`src/rtl/sync_evt_pkg.sv`:
```
// Shared types and helpers for the synchronized event window counter.
// Holds the FSM state encoding, the window-select width and the window
// length helper used by the top when arming or re-arming a window.
package sync_evt_pkg;

  typedef enum logic [1:0] {
    IDLE  = 2'd0,
    COUNT = 2'd1,
    DONE  = 2'd2
  } state_t;

  localparam int WIN_SEL_W = 3;

  // Window length in clk cycles: base length scaled by a power of two
  function automatic int win_len(input int base, input logic [WIN_SEL_W-1:0] sel);
    return base << sel;
  endfunction

endpackage

```
`src/rtl/sync_evt_edge_det.sv`:
```
// Registered rising-edge detector for a signal already in the clk domain.
// The history flop resets to 0. A second flop marks whether that history
// is real: in the first cycle after reset there is no previous sample, so
// no edge is reported. This keeps a level that is held high across reset
// from being mistaken for a fresh edge.
module sync_evt_edge_det (
  input  logic clk,
  input  logic rst,
  input  logic d,
  output logic rise
);

  logic q;
  logic primed;

  // Capture the previous sample and note when that sample is meaningful
  always_ff @(posedge clk) begin
    if (rst) begin
      q      <= 1'b0;
      primed <= 1'b0;
    end else begin
      q      <= d;
      primed <= 1'b1;
    end
  end

  assign rise = d & ~q & primed;

endmodule

```
`src/rtl/sync_evt_window_counter.sv`:
```
// Counts rising edges of a synchronized event level inside a window armed
// by a rising edge of trg, and presents the count on a valid/ready port.
// Optional feature macro: SYNC_EVT_RESTART_EN -- when defined, a trg edge
// during COUNT restarts the window; otherwise it is ignored.
module sync_evt_window_counter
  import sync_evt_pkg::*;
#(
  parameter int CNT_W    = 8,
  parameter int BASE_WIN = 4
) (
  input  logic                 clk,
  input  logic                 rst,
  input  logic                 ev_in,
  input  logic                 trg,
  input  logic                 ena_blk,
  input  logic [WIN_SEL_W-1:0] win_sel,
  output logic [CNT_W-1:0]     cnt_o,
  output logic                 cnt_valid,
  input  logic                 cnt_ready,
  output logic                 busy,
  output logic                 ovf_o
);

  localparam int WIN_W = $clog2(BASE_WIN << 7);
  localparam logic [CNT_W-1:0] ACC_MAX = '1;

  state_t           state;
  logic [WIN_W-1:0] win_cnt;
  logic [WIN_W-1:0] win_load;
  logic [CNT_W-1:0] acc;
  logic [CNT_W-1:0] acc_nxt;
  logic             ovf;
  logic             ovf_nxt;
  logic             ev_rise;
  logic             trg_rise;
  logic             ev_hit;

  sync_evt_edge_det u_ev_det (
    .clk  (clk),
    .rst  (rst),
    .d    (ev_in),
    .rise (ev_rise)
  );

  sync_evt_edge_det u_trg_det (
    .clk  (clk),
    .rst  (rst),
    .d    (trg),
    .rise (trg_rise)
  );

  assign win_load = WIN_W'(win_len(BASE_WIN, win_sel) - 1);

  // Next accumulator value including this cycle's event, saturating at max
  always_comb begin
    ev_hit  = ena_blk & ev_rise;
    acc_nxt = acc;
    ovf_nxt = ovf;
    if (ev_hit) begin
      if (acc == ACC_MAX) begin
        ovf_nxt = 1'b1;
      end else begin
        acc_nxt = acc + 1'b1;
      end
    end
  end

  // Window FSM with registered result, valid and busy outputs
  always_ff @(posedge clk) begin
    if (rst) begin
      state     <= IDLE;
      win_cnt   <= '0;
      acc       <= '0;
      ovf       <= 1'b0;
      cnt_o     <= '0;
      ovf_o     <= 1'b0;
      cnt_valid <= 1'b0;
      busy      <= 1'b0;
    end else begin
      case (state)
        IDLE: begin
          if (trg_rise) begin
            win_cnt <= win_load;
            acc     <= '0;
            ovf     <= 1'b0;
            busy    <= 1'b1;
            state   <= COUNT;
          end
        end
        COUNT: begin
`ifdef SYNC_EVT_RESTART_EN
          if (trg_rise) begin
            win_cnt <= win_load;
            acc     <= '0;
            ovf     <= 1'b0;
          end else
`endif
          if (win_cnt == '0) begin
            cnt_o     <= acc_nxt;
            ovf_o     <= ovf_nxt;
            cnt_valid <= 1'b1;
            state     <= DONE;
          end else begin
            acc     <= acc_nxt;
            ovf     <= ovf_nxt;
            win_cnt <= win_cnt - 1'b1;
          end
        end
        DONE: begin
          if (cnt_ready) begin
            cnt_valid <= 1'b0;
            busy      <= 1'b0;
            state     <= IDLE;
          end
        end
        default: begin
          state     <= IDLE;
          cnt_valid <= 1'b0;
          busy      <= 1'b0;
        end
      endcase
    end
  end

endmodule

```
`config.mk`:
```
export PLATFORM = sky130hd
export DESIGN_NAME = sync_evt_window_counter
export DESIGN_NICKNAME = d
export VERILOG_FILES = /design/src/rtl/sync_evt_pkg.sv /design/src/rtl/sync_evt_edge_det.sv /design/src/rtl/sync_evt_window_counter.sv
export SDC_FILE = /design/constraint.sdc
export NUM_CORES = 1
export LEC_CHECK = 0
export BUFFER_PORTS_ARGS = -buffer_cell sky130_fd_sc_hd__buf_2
export CORE_MARGIN = 2
export CORE_UTILIZATION = 62
export CTS_BUF_LIST = sky130_fd_sc_hd__clkbuf_4 sky130_fd_sc_hd__clkbuf_8
export DETAILED_ROUTE_END_ITERATION = 7
export HOLD_SLACK_MARGIN = 0.1
export PLACE_DENSITY = 0.94
export SYNTH_ARGS = -nofsm -noshare
export SYNTH_HDL_FRONTEND = slang
export SYNTH_SLANG_ARGS = --single-unit
```
`constraint.sdc`:
```
create_clock -name clk -period 4.8 [get_ports clk]
set_input_delay 0.48 -clock clk [delete_from_list [all_inputs] [get_ports clk]]
set_output_delay 0.48 -clock clk [all_outputs]
set_load 0.01 [all_outputs]
```
* After elaboration in Yosys (flattened, before gate mapping)
Cells that the tools add are included.
Word-level totals: flip-flop bits (word level) 34, input bits 9
Operators by class: $add $sub $neg 3, eq/ne operators 7, shift-type cells 1, mux-type cells 23, bitwise operators 9, reductions and logical operators 8
Operators with widths (count):
- two-way mux 8 bit | 4
- two-way mux 9 bit | 2
- one-hot mux 9 bit (2 select lines) | 1
- one-hot mux 8 bit (2 select lines) | 1
- AND reduction 3 bit | 4
- zero test 9 bit | 1
- << shifter 3 x 3 -> 9 bit (first input constant) | 1
- subtractor 9 x 1 -> 9 bit (second input constant) | 1
- subtractor 9 x 2 -> 9 bit (second input constant) | 1
- adder 8 x 1 -> 8 bit (second input constant) | 1
- == test 8 bit (second input constant) | 1
- two-way mux 1 bit | 8
- != test 2 bit (second input constant) | 4
- two-way mux 2 bit | 3
- one-hot mux 1 bit (3 select lines) | 2
- one-hot mux 2 bit (3 select lines) | 1
- AND 1 bit | 5
- NOT 1 bit | 4
- == test 2 x 1 -> 1 bit (second input constant) | 1
- == test 2 bit (second input constant) | 1
- zero test 2 bit | 1
- one-hot mux 1 bit (2 select lines) | 1
- AND reduction 2 bit | 1
- nonzero test 2 bit | 1

* Longest topological paths before layout
Gate-level depths: netlist of the first run.
depth in word-level cells 7, depth in mapped cells 7, depth with buffers taken out 6

* Cells and area by module
A second synthesis of the first run with hierarchy kept.
Unflattened totals: cell total of the unflattened synthesis 210, area, all modules 1813.0 um^2
Modules (own cells, without submodules):
- sync_evt_window_counter | instances 1, cells each 200, area an instance 1695.4 um^2
- sync_evt_edge_det | instances 2, cells each 5, area an instance 58.8 um^2

* Worst setup path before layout of the first run
No wires, ideal clock.
path type register to register, from reg win_cnt[0], to reg acc[0], setup time 74 ps, data arrival time 1605 ps, data required time 4726 ps, path slack 3121 ps, cell stages (with the launch flop) 8, path buffers 1, period minus slack after synthesis 1679 ps, cells stage by stage dfxtp_1 inv_1 ha_1 nor4b_4 a21o_1 buf_4 or4_1 o21ai_0
On the way: longest elaborated chain between the ends 3
RTL lines:
- start: declaration | RTL line sync_evt_window_counter.sv:28 | logic [WIN_W-1:0] win_cnt;
- start signal: assignment | RTL line sync_evt_window_counter.sv:83 | win_cnt <= win_load;
- start signal: assignment | RTL line sync_evt_window_counter.sv:106 | win_cnt <= win_cnt - 1'b1;
- zero test 9 bit | RTL line sync_evt_window_counter.sv:98 | if (win_cnt == '0) begin
- != test 2 bit (no line)
- AND reduction 3 bit (no line)
- end signal: assignment | RTL line sync_evt_window_counter.sv:104 | acc <= acc_nxt;
- end: declaration | RTL line sync_evt_window_counter.sv:30 | logic [CNT_W-1:0] acc;
Every way passes these cells. A chain may end at the register's enable or synchronous reset.

* Worst setup path in the final report of the first run
from reg win_cnt[0], to reg acc[5]
Same word-level chain as after synthesis.

==> results.cfg, run 1 <==
[outcome]
status = finished clean

[yosys]
async_reset_ff_share_pct = 0
ys_types = 58
yosysSeqAreaShare_pct = 37.29
syn_avg_cell_area_um2 = 8.530
synth_top_area_cell = dfxtp_1
ys_warn_count = 0
syn_area_um2 = 1826
syn-num-nets = 225
ys_seq_elements = 34
synthTopCellsByArea = dfxtp_1 37%, a21oi_1 4.4%, nand3_1 4.4%
netlist_instances = 214
synth_top_cell_area_share_pct = 37.29
synth_edf_count = 0
synth_ff_type = dfxtp_1

[cells_and_area]
fin_cells = 259
fin_util_pct = 70.22
antenna_cells = 0
fillers = 208
syn_to_final_growth_pct = 6.991
multi_input_area_um2 = 1052
drive_above_1_share_pct = 17.11
seq_area_um2 = 680.7
final_nets = 238
final_area_um2 = 1953

[setup_path]
worstPathRequired_ns = 5.04
arrival_ns = 2.52
start_kind = register
cp_max_fo = 19
path_cells = inv_1 -> ha_1 -> nor4b_4 -> a21oi_2 -> nor2_1 -> a221o_1
crit_path_end_kind = register
cp_slowest_cell = a21oi_2
path_class = reg -> reg
cpPeakStageDelay_ns = 0.69

[global_route]
track_usage_pct = 28.07
grt_remaining_overflow = 0
antenna_found_initial = 0
grt_pass1_vias = 1602
grt_max_degree = 32
grt_pass1_wl_mm = 7.376

[flow_run]
maxCapViolCount = 0

[placement]
routabilityCongestion = 0.9168
numPortBuffers = 19
post-place-cells = 251
dpl-instance-area_um2 = 1889
pre_cts_ws_ns = 2.596
dp_hpwl_mm = 2.925

[sta]
setup_viol = 0
fin_crit_ns = 2.272
timing.final.hold_violations = 0
maxSlewHeadroom_pct = 44.23
setup_tns_ns = 0
fin_ws_ns = 2.528
finalMaxSlewViolations = 0
timing.hold.ws_ns = 0.3619
tightest_slew_ns = 0.8365
fin_crit_sh_pct = 47.33
clock.fmax_mhz = 440.2
rsz0062_at_grt = no
clock_skew_ns = 0.006829

[detailed_routing]
drc = 0
via_per_inst = 6.857
dr_total_vias = 1776
first_iter_violations = 147
detail-route-antenna-nets = 0
wirelength_mm = 4.372
wl_per_cell_um = 16.88
first_pass_iters = 5

[cts]
path_clk_slew_ns = 0.11
cts_buffer_depth = 2
postCtsResizedCells = 0
cts_root_buf = clkbuf_4
ctsHoldBuffers = 0
clk_latency_ns = 0.35
clock_sinks = 34
cts_tree = done
cts_setup_buffers = 0
htree_levels = 2
numCtsBuffers = 5

[power]
power_density_nw_per_um2 = 308.7
power_leakage_nw = 0.6849
ir_drop_uv = 255.4
power.total_uw = 603.0

[floorplanning]
dieArea_um2 = 3394
rows = 19
start_util_pct = 65.63
die_w_um = 58.26
die_h_um = 58.26
coreArea_um2 = 2781
boundaryPins = 20

[worst_hold_path]
hold_class = in -> reg
## critical path, delay by kind of cell (launching register included)
kind / cells / cell delay, ns
flops: 1 / 0.41
compound gates: 2 / 1.05
simple gates: 2 / 0.40
fa+ha+maj: 1 / 0.24
buf+inv: 1 / 0.07
## cells in the final DEF (no fill, tap or decap), drive strengths merged, types with 2 or more instances in the layout
cell,netlist,layout
dfxtp,34,34
buf,9,19
a21oi,17,17
nand3,16,16
nor2,16,16
nand2,14,14
o21ai,13,13
nor3,9,9
inv,6,6
clkbuf,4,6
nor2b,5,5
a31oi,4,4
a211oi,4,4
a41oi,4,4
or2,4,4
or4,4,4
nor4,3,3
nand4,3,3
or3,3,3
nand2b,3,3
a311oi,2,2
o221ai,2,2
mux2i,2,2
and4,2,2
o211ai,2,2
o31ai,2,2
o311ai,2,2
ha,2,2
nor4b,2,2
## routing by layer
layer	vias to the layer above	share of wire [%]	track usage (%)
li1	846	-	-
met1	837	43	37.24
met2	82	48	43.82
met3	11	7.0	4.911
met4	0	2.1	13.95
met5	-	0	0
## cell type report
type	count	share of cell area, %
multi-input cells	161	53.88
inverters	6	1.153
flip-flops and latches	34	34.85
repair buffers	19	4.869
clock buffers	6	2.627
clock inverters	2	0.6406
well taps	31	1.986
## sequential cells by signal, summed over array words and instances (netlist names)
signal           cells
u_trg_det.q          1
state                2
acc                  8
u_ev_det.primed      1
ovf_o                1
win_cnt              9
ovf                  1
cnt_o                8
busy                 1
u_ev_det.q           1
cnt_valid            1
## final timing paths
| path | from | end | slack [ns] | cells after the start |
|---|---|---|---|---|
| setup / recovery | win_cnt[0] | acc[5] | 2.53 | 6 |
| hold / removal | trg | u_trg_det.q | 0.36 | 2 |
| setup reg to reg | win_cnt[0] | acc[5] | 2.53 | 6 |
| hold reg to reg | cnt_o[4] | cnt_o[4] | 0.46 | 2 |
## cells by family after synthesis
| logic type | share of synthesized area [%] |
|---|---|
| xor+xnor | 0.9597 |
| flops | 37.29 |
| fa+ha+maj | 1.371 |
| mux | 1.097 |
| compound gates | 25.43 |
| buf+inv | 5.071 |
| simple gates | 28.79 |
## power by group
| group | internal (mW) | leakage (nW) | switching (mW) |
|---|---|---|---|
| Sequential | 0.298 | 0.277 | 0.0179 |
| Combinational | 0.0444 | 0.374 | 0.0704 |
| Clock | 0.0703 | 0.0343 | 0.102 |
| Total | 0.412 | 0.685 | 0.191 |
## synthesized netlist by cell type (all sizes together), types with 2 or more instances
cell type  count
buf            9
nand2b         3
a211oi         4
ha             2
a31oi          4
and4           2
a41oi          4
or4            4
nor4           3
nor2b          5
o221ai         2
nor2          16
a21oi         17
nand2         14
or2            4
clkbuf         4
inv            6
o31ai          2
o311ai         2
nand4          3
o211ai         2
nor3           9
a311oi         2
nand3         16
dfxtp         34
or3            3
o21ai         13
mux2i          2
nor4b          2
No activity file was read; power rests on OpenSTA's default activity.
==> run 2: changes to the inputs <==
CORE_UTILIZATION = 60   (was 62)
PLACE_DENSITY = 0.91   (was 0.94)
clock period = 2.1 ns   (was 4.8 ns; I/O delays follow)
==> run 2 against run 1 <==
- fmax rose by 15%
- sequential power rose by 130%
- clock power rose by 110%
- final cell count rose by 2.3%
- combinational power rose by 140%
- critical path type unchanged
- critical endpoint is now acc[3]
- largest cell class unchanged
==> results.cfg, run 2 (synthesis results as in run 1) <==
[sta]
timing.final.hold_violations = 0
clock.fmax_mhz = 504.4
setup_viol = 0
fin_ws_ns = 0.1173
timing.hold.ws_ns = 0.1523
maxSlewHeadroom_pct = 65.66
tightest_slew_ns = 0.5105
setup_tns_ns = 0
rsz0062_at_grt = no
clock_skew_ns = 0.01034
fin_crit_sh_pct = 94.42
finalMaxSlewViolations = 0
fin_crit_ns = 1.983

[global_route]
grt_max_degree = 24
track_usage_pct = 26.02
grt_remaining_overflow = 0
grt_pass1_wl_mm = 6.906
antenna_found_initial = 0
grt_pass1_vias = 1575

[floorplanning]
boundaryPins = 20
die_w_um = 59.16
start_util_pct = 61.30
rows = 20
die_h_um = 59.16
coreArea_um2 = 2978
dieArea_um2 = 3500

[placement]
numPortBuffers = 19
dp_hpwl_mm = 2.983
pre_cts_ws_ns = 0.1402
routabilityCongestion = 0.9395
post-place-cells = 258

[cells_and_area]
seq_area_um2 = 680.7
multi_input_area_um2 = 1052
fillers = 233
largest_register_ff_count = 9
fin_cells = 265
antenna_cells = 0
reg_top3 = win_cnt (9), acc (8), cnt_o (8)
syn_to_final_growth_pct = 9.047
regMostFlops = win_cnt
drive_above_1_share_pct = 18.10
layout_common_cells = 34 x dfxtp_1, 19 x buf_2, 16 x nand3_1, 16 x nor2_1, 16 x a21oi_1
final_nets = 244
final_common_cell = dfxtp_1

[worst_hold_path]
whs_path_depth = 4
hold_class = in -> reg

[power]
power_density_nw_per_um2 = 679.4
power_leakage_nw = 0.7111
ir_drop_uv = 376.5

[cts]
cts_buffer_depth = 2
cts_tree = done
path_clk_slew_ns = 0.10
cts_root_buf = clkbuf_4
numCtsBuffers = 5
htree_levels = 2
clk_latency_ns = 0.34
clock_sinks = 34
postCtsResizedCells = 0

[outcome]
status = finished clean

[flow_run]
maxCapViolCount = 0

[setup_path]
rrSetupSlack_ns = 0.12
arrival_ns = 2.22
crit_path_end_kind = register
cp_max_fo = 11
worstPathRequired_ns = 2.33
start_kind = register
path_class = reg -> reg
reg2reg_depth = 6

[detailed_routing]
wl_per_cell_um = 15.78
dr_total_vias = 1764
first_pass_iters = 4
wirelength_mm = 4.182
first_iter_violations = 124
drc = 0
detail-route-antenna-nets = 0
via_per_inst = 6.657
## run 2: changes by cell type in the layout (fill, tap and decap cells not counted)
cell,previous run,this run
clkinv_2,1,0
clkinvlp_4,1,0
dlygate4sd3_1,0,1
buf_4,0,5
## run 2: final timing paths
path,from,endpoint
max,win_cnt[0],acc[3]
min,cnt_ready,state[1]
max reg2reg,win_cnt[0],acc[3]
min reg2reg,cnt_o[4],cnt_o[4]
## run 2: per-layer routing
metal | vias to the layer above | global-route usage (%) | part of all wire, %
li1 | 855 | - | -
met1 | 809 | 31.56 | 43
met2 | 83 | 41.11 | 47
met3 | 17 | 7.642 | 7.6
met4 | 0 | 14.61 | 2.9
met5 | - | 0 | 0
## run 2: through the flow
step           instance area [um^2]  total power [mW]  util [%]
2_1_floorplan                  1826            0.9246         -
3_3_place_gp                   1929            0.9940     64.79
3_5_place_dp                   1929             1.002     64.79
4_1_cts                        1991             1.361     66.85
5_1_grt                        1991             1.420     66.85
6_report                       1991             1.352     66.85
## run 2: layout make-up
| class | count | share of cell area (%) |
|---|---|---|
| multi-input combinational | 161 | 52.86 |
| sequential | 34 | 34.19 |
| timing repair buffer | 25 | 7.165 |
| clock buffer | 6 | 2.577 |
| tap | 33 | 2.074 |
| inverter | 6 | 1.131 |
## run 2: where the power goes
group	internal (mW)	leakage [nW]	switching (mW)
logic	0.112	0.404	0.161
registers	0.680	0.277	0.0402
clock network	0.151	0.0302	0.209
## run 2: repair_timing
action,in CTS,in global routing
setup buffers,0,0
hold buffers,1,0
endpoints found under the hold margin,1,0
setup endpoints to repair,0,0
## run 2: critical path, cell delays in order, from the launching register on
cell      delay [ns]
dfxtp_1         0.35
inv_1           0.06
ha_1            0.20
nor4b_4         0.35
a21o_1          0.41
nand2_2         0.15
a311oi_1        0.35
==> run 3: changes to the inputs <==
CELL_PAD_IN_SITES_DETAIL_PLACEMENT = 1   (was unset)
CELL_PAD_IN_SITES_GLOBAL_PLACEMENT = 2   (was unset)
CORE_UTILIZATION = 35   (was 60)
CTS_BUF_LIST = unset   (was sky130_fd_sc_hd__clkbuf_4 sky130_fd_sc_hd__clkbuf_8)
PLACE_DENSITY = 0.88   (was 0.91)
==> run 3 against run 2 <==
- fmax rose by 2.5%
- die area rose by 66%
- register-to-register slack improved by 0.05 ns
- clock power rose by 68%
- worst setup slack improved by 0.049 ns
- first-iteration DRC count fell by 47%
- sequential share of layout area fell by 2.1 points
- routed wire length rose by 21%
- critical path type unchanged
- highest routed layer unchanged
==> results.cfg, run 3 (synthesis results as in run 1) <==
[outcome]
status = finished clean

[floorplanning]
rows = 26
coreArea_um2 = 5075
die_h_um = 76.22
boundaryPins = 20
die_w_um = 76.22
dieArea_um2 = 5809
start_util_pct = 35.97

[sta]
fin_ws_ns = 0.1661
setup_viol = 0
tightest_slew_ns = 0.5245
maxSlewHeadroom_pct = 64.71
timing.final.hold_violations = 0
clock.fmax_mhz = 517.1
finalMaxSlewViolations = 0
clock_skew_ns = 0.01064
fin_crit_ns = 1.934
setup_tns_ns = 0
fin_crit_sh_pct = 92.09
rsz0062_at_grt = no

[cells_and_area]
antenna_cells = 0
fin_util_pct = 41.84
drive_above_1_share_pct = 20.59
final_common_cell = dfxtp_1
final_area_um2 = 2123
largest_register_ff_count = 9
syn_to_final_growth_pct = 16.31
final_nets = 248
reg_top3 = win_cnt (9), acc (8), cnt_o (8)
layout_common_cells = 34 x dfxtp_1, 19 x buf_2, 16 x nand3_1, 16 x a21oi_1, 15 x nor2_1
regMostFlops = win_cnt

[detailed_routing]
drc = 0
wl_per_cell_um = 16.47
wirelength_mm = 5.074
detail-route-antenna-nets = 0
first_pass_iters = 4
via_per_inst = 5.701
first_iter_violations = 66
dr_total_vias = 1756

[global_route]
grt_remaining_overflow = 0
grt_pass1_vias = 1715
antenna_found_initial = 0
track_usage_pct = 18.31
grt_max_degree = 18
grt_pass1_wl_mm = 8.611

[setup_path]
start_kind = register
arrival_ns = 2.15
path_class = reg -> reg
crit_path_end_kind = register
cp_max_fo = 6
worstPathRequired_ns = 2.32

[cts]
numCtsBuffers = 5
path_clk_slew_ns = 0.08
ctsHoldBuffers = 0
cts_root_buf = clkbuf_8
cts_buffer_depth = 2
clock_sinks = 34
cts_tree = done
htree_levels = 2
clk_latency_ns = 0.29

[placement]
routabilityCongestion = 0.7771
dp_hpwl_mm = 3.663
numPortBuffers = 19
dpl-instance-area_um2 = 2006
pre_cts_ws_ns = 0.1316

[power]
power_leakage_nw = 0.7526
power_density_nw_per_um2 = 761.4
ir_drop_uv = 262.1

[flow_run]
maxCapViolCount = 0

[worst_hold_path]
hold_class = in -> reg
run 3: cell count changes in the layout (fill, tap and decap cells not counted), sizes merged:
cell	delta
buf	+5
dlygate4sd3	-1
bufinv	+1
clkbuf	+1
run 3: report_power, final:
part           switching, mW  internal (mW)
combinational          0.174          0.119
sequential            0.0390          0.680
clock                  0.249          0.355
total                  0.462           1.15
run 3: critical path, stage by stage (launching register included):
cell and delay [ns]:
dfxtp_1 0.40, inv_1 0.06, ha_1 0.24, nor4b_4 0.17, a21o_1 0.25, buf_4 0.18
or4b_1 0.49, o21ai_0 0.08
run 3: area by class of cell:
cell class	instances	area (um^2)
Multi-Input combinational cell	161	1056
Tap cell	70	87.58
Fill cell	624	2952
Clock buffer	7	76.32
Timing Repair Buffer	29	170.2
Sequential cell	34	680.7
Clock inverter	1	30.03
Inverter	6	22.52
run 3: worst paths after layout:
check / to / cells past startpoint / from / slack (ns)
min reg2reg: cnt_o[4] / 2 / cnt_o[4] / 0.47
min: u_trg_det.q / 2 / trg / 0.16
max reg2reg: acc[1] / 7 / win_cnt[0] / 0.17
max: acc[1] / 7 / win_cnt[0] / 0.17
run 3: what timing repair did:
item                       CTS  global route
setup buffers                0             1
resized for setup            0             2
setup endpoints to repair    0             4
run 3: per-layer routing:
layer | part of all wire [%] | track usage, % | up-vias | wire (um)
li1 | - | - | 863 | -
met1 | 47 | 23.55 | 859 | 2397
met3 | 3.1 | 3.436 | 5 | 155
met2 | 49 | 31.06 | 29 | 2462
met4 | 1.1 | 5.636 | 0 | 57
met5 | 0 | 0 | - | 0
run 3: stage by stage:
step / hold WS (ns) / cells / power, mW
3_5_place_dp: 0.4558 / 299 / 1.022
6_report: 0.1583 / 308 / 1.617
2_1_floorplan: 0.3382 / 214 / 0.9246
5_1_grt: 0.1639 / 308 / 1.703
3_3_place_gp: 0.4393 / 299 / 1.016
4_1_cts: 0.1595 / 307 / 1.626
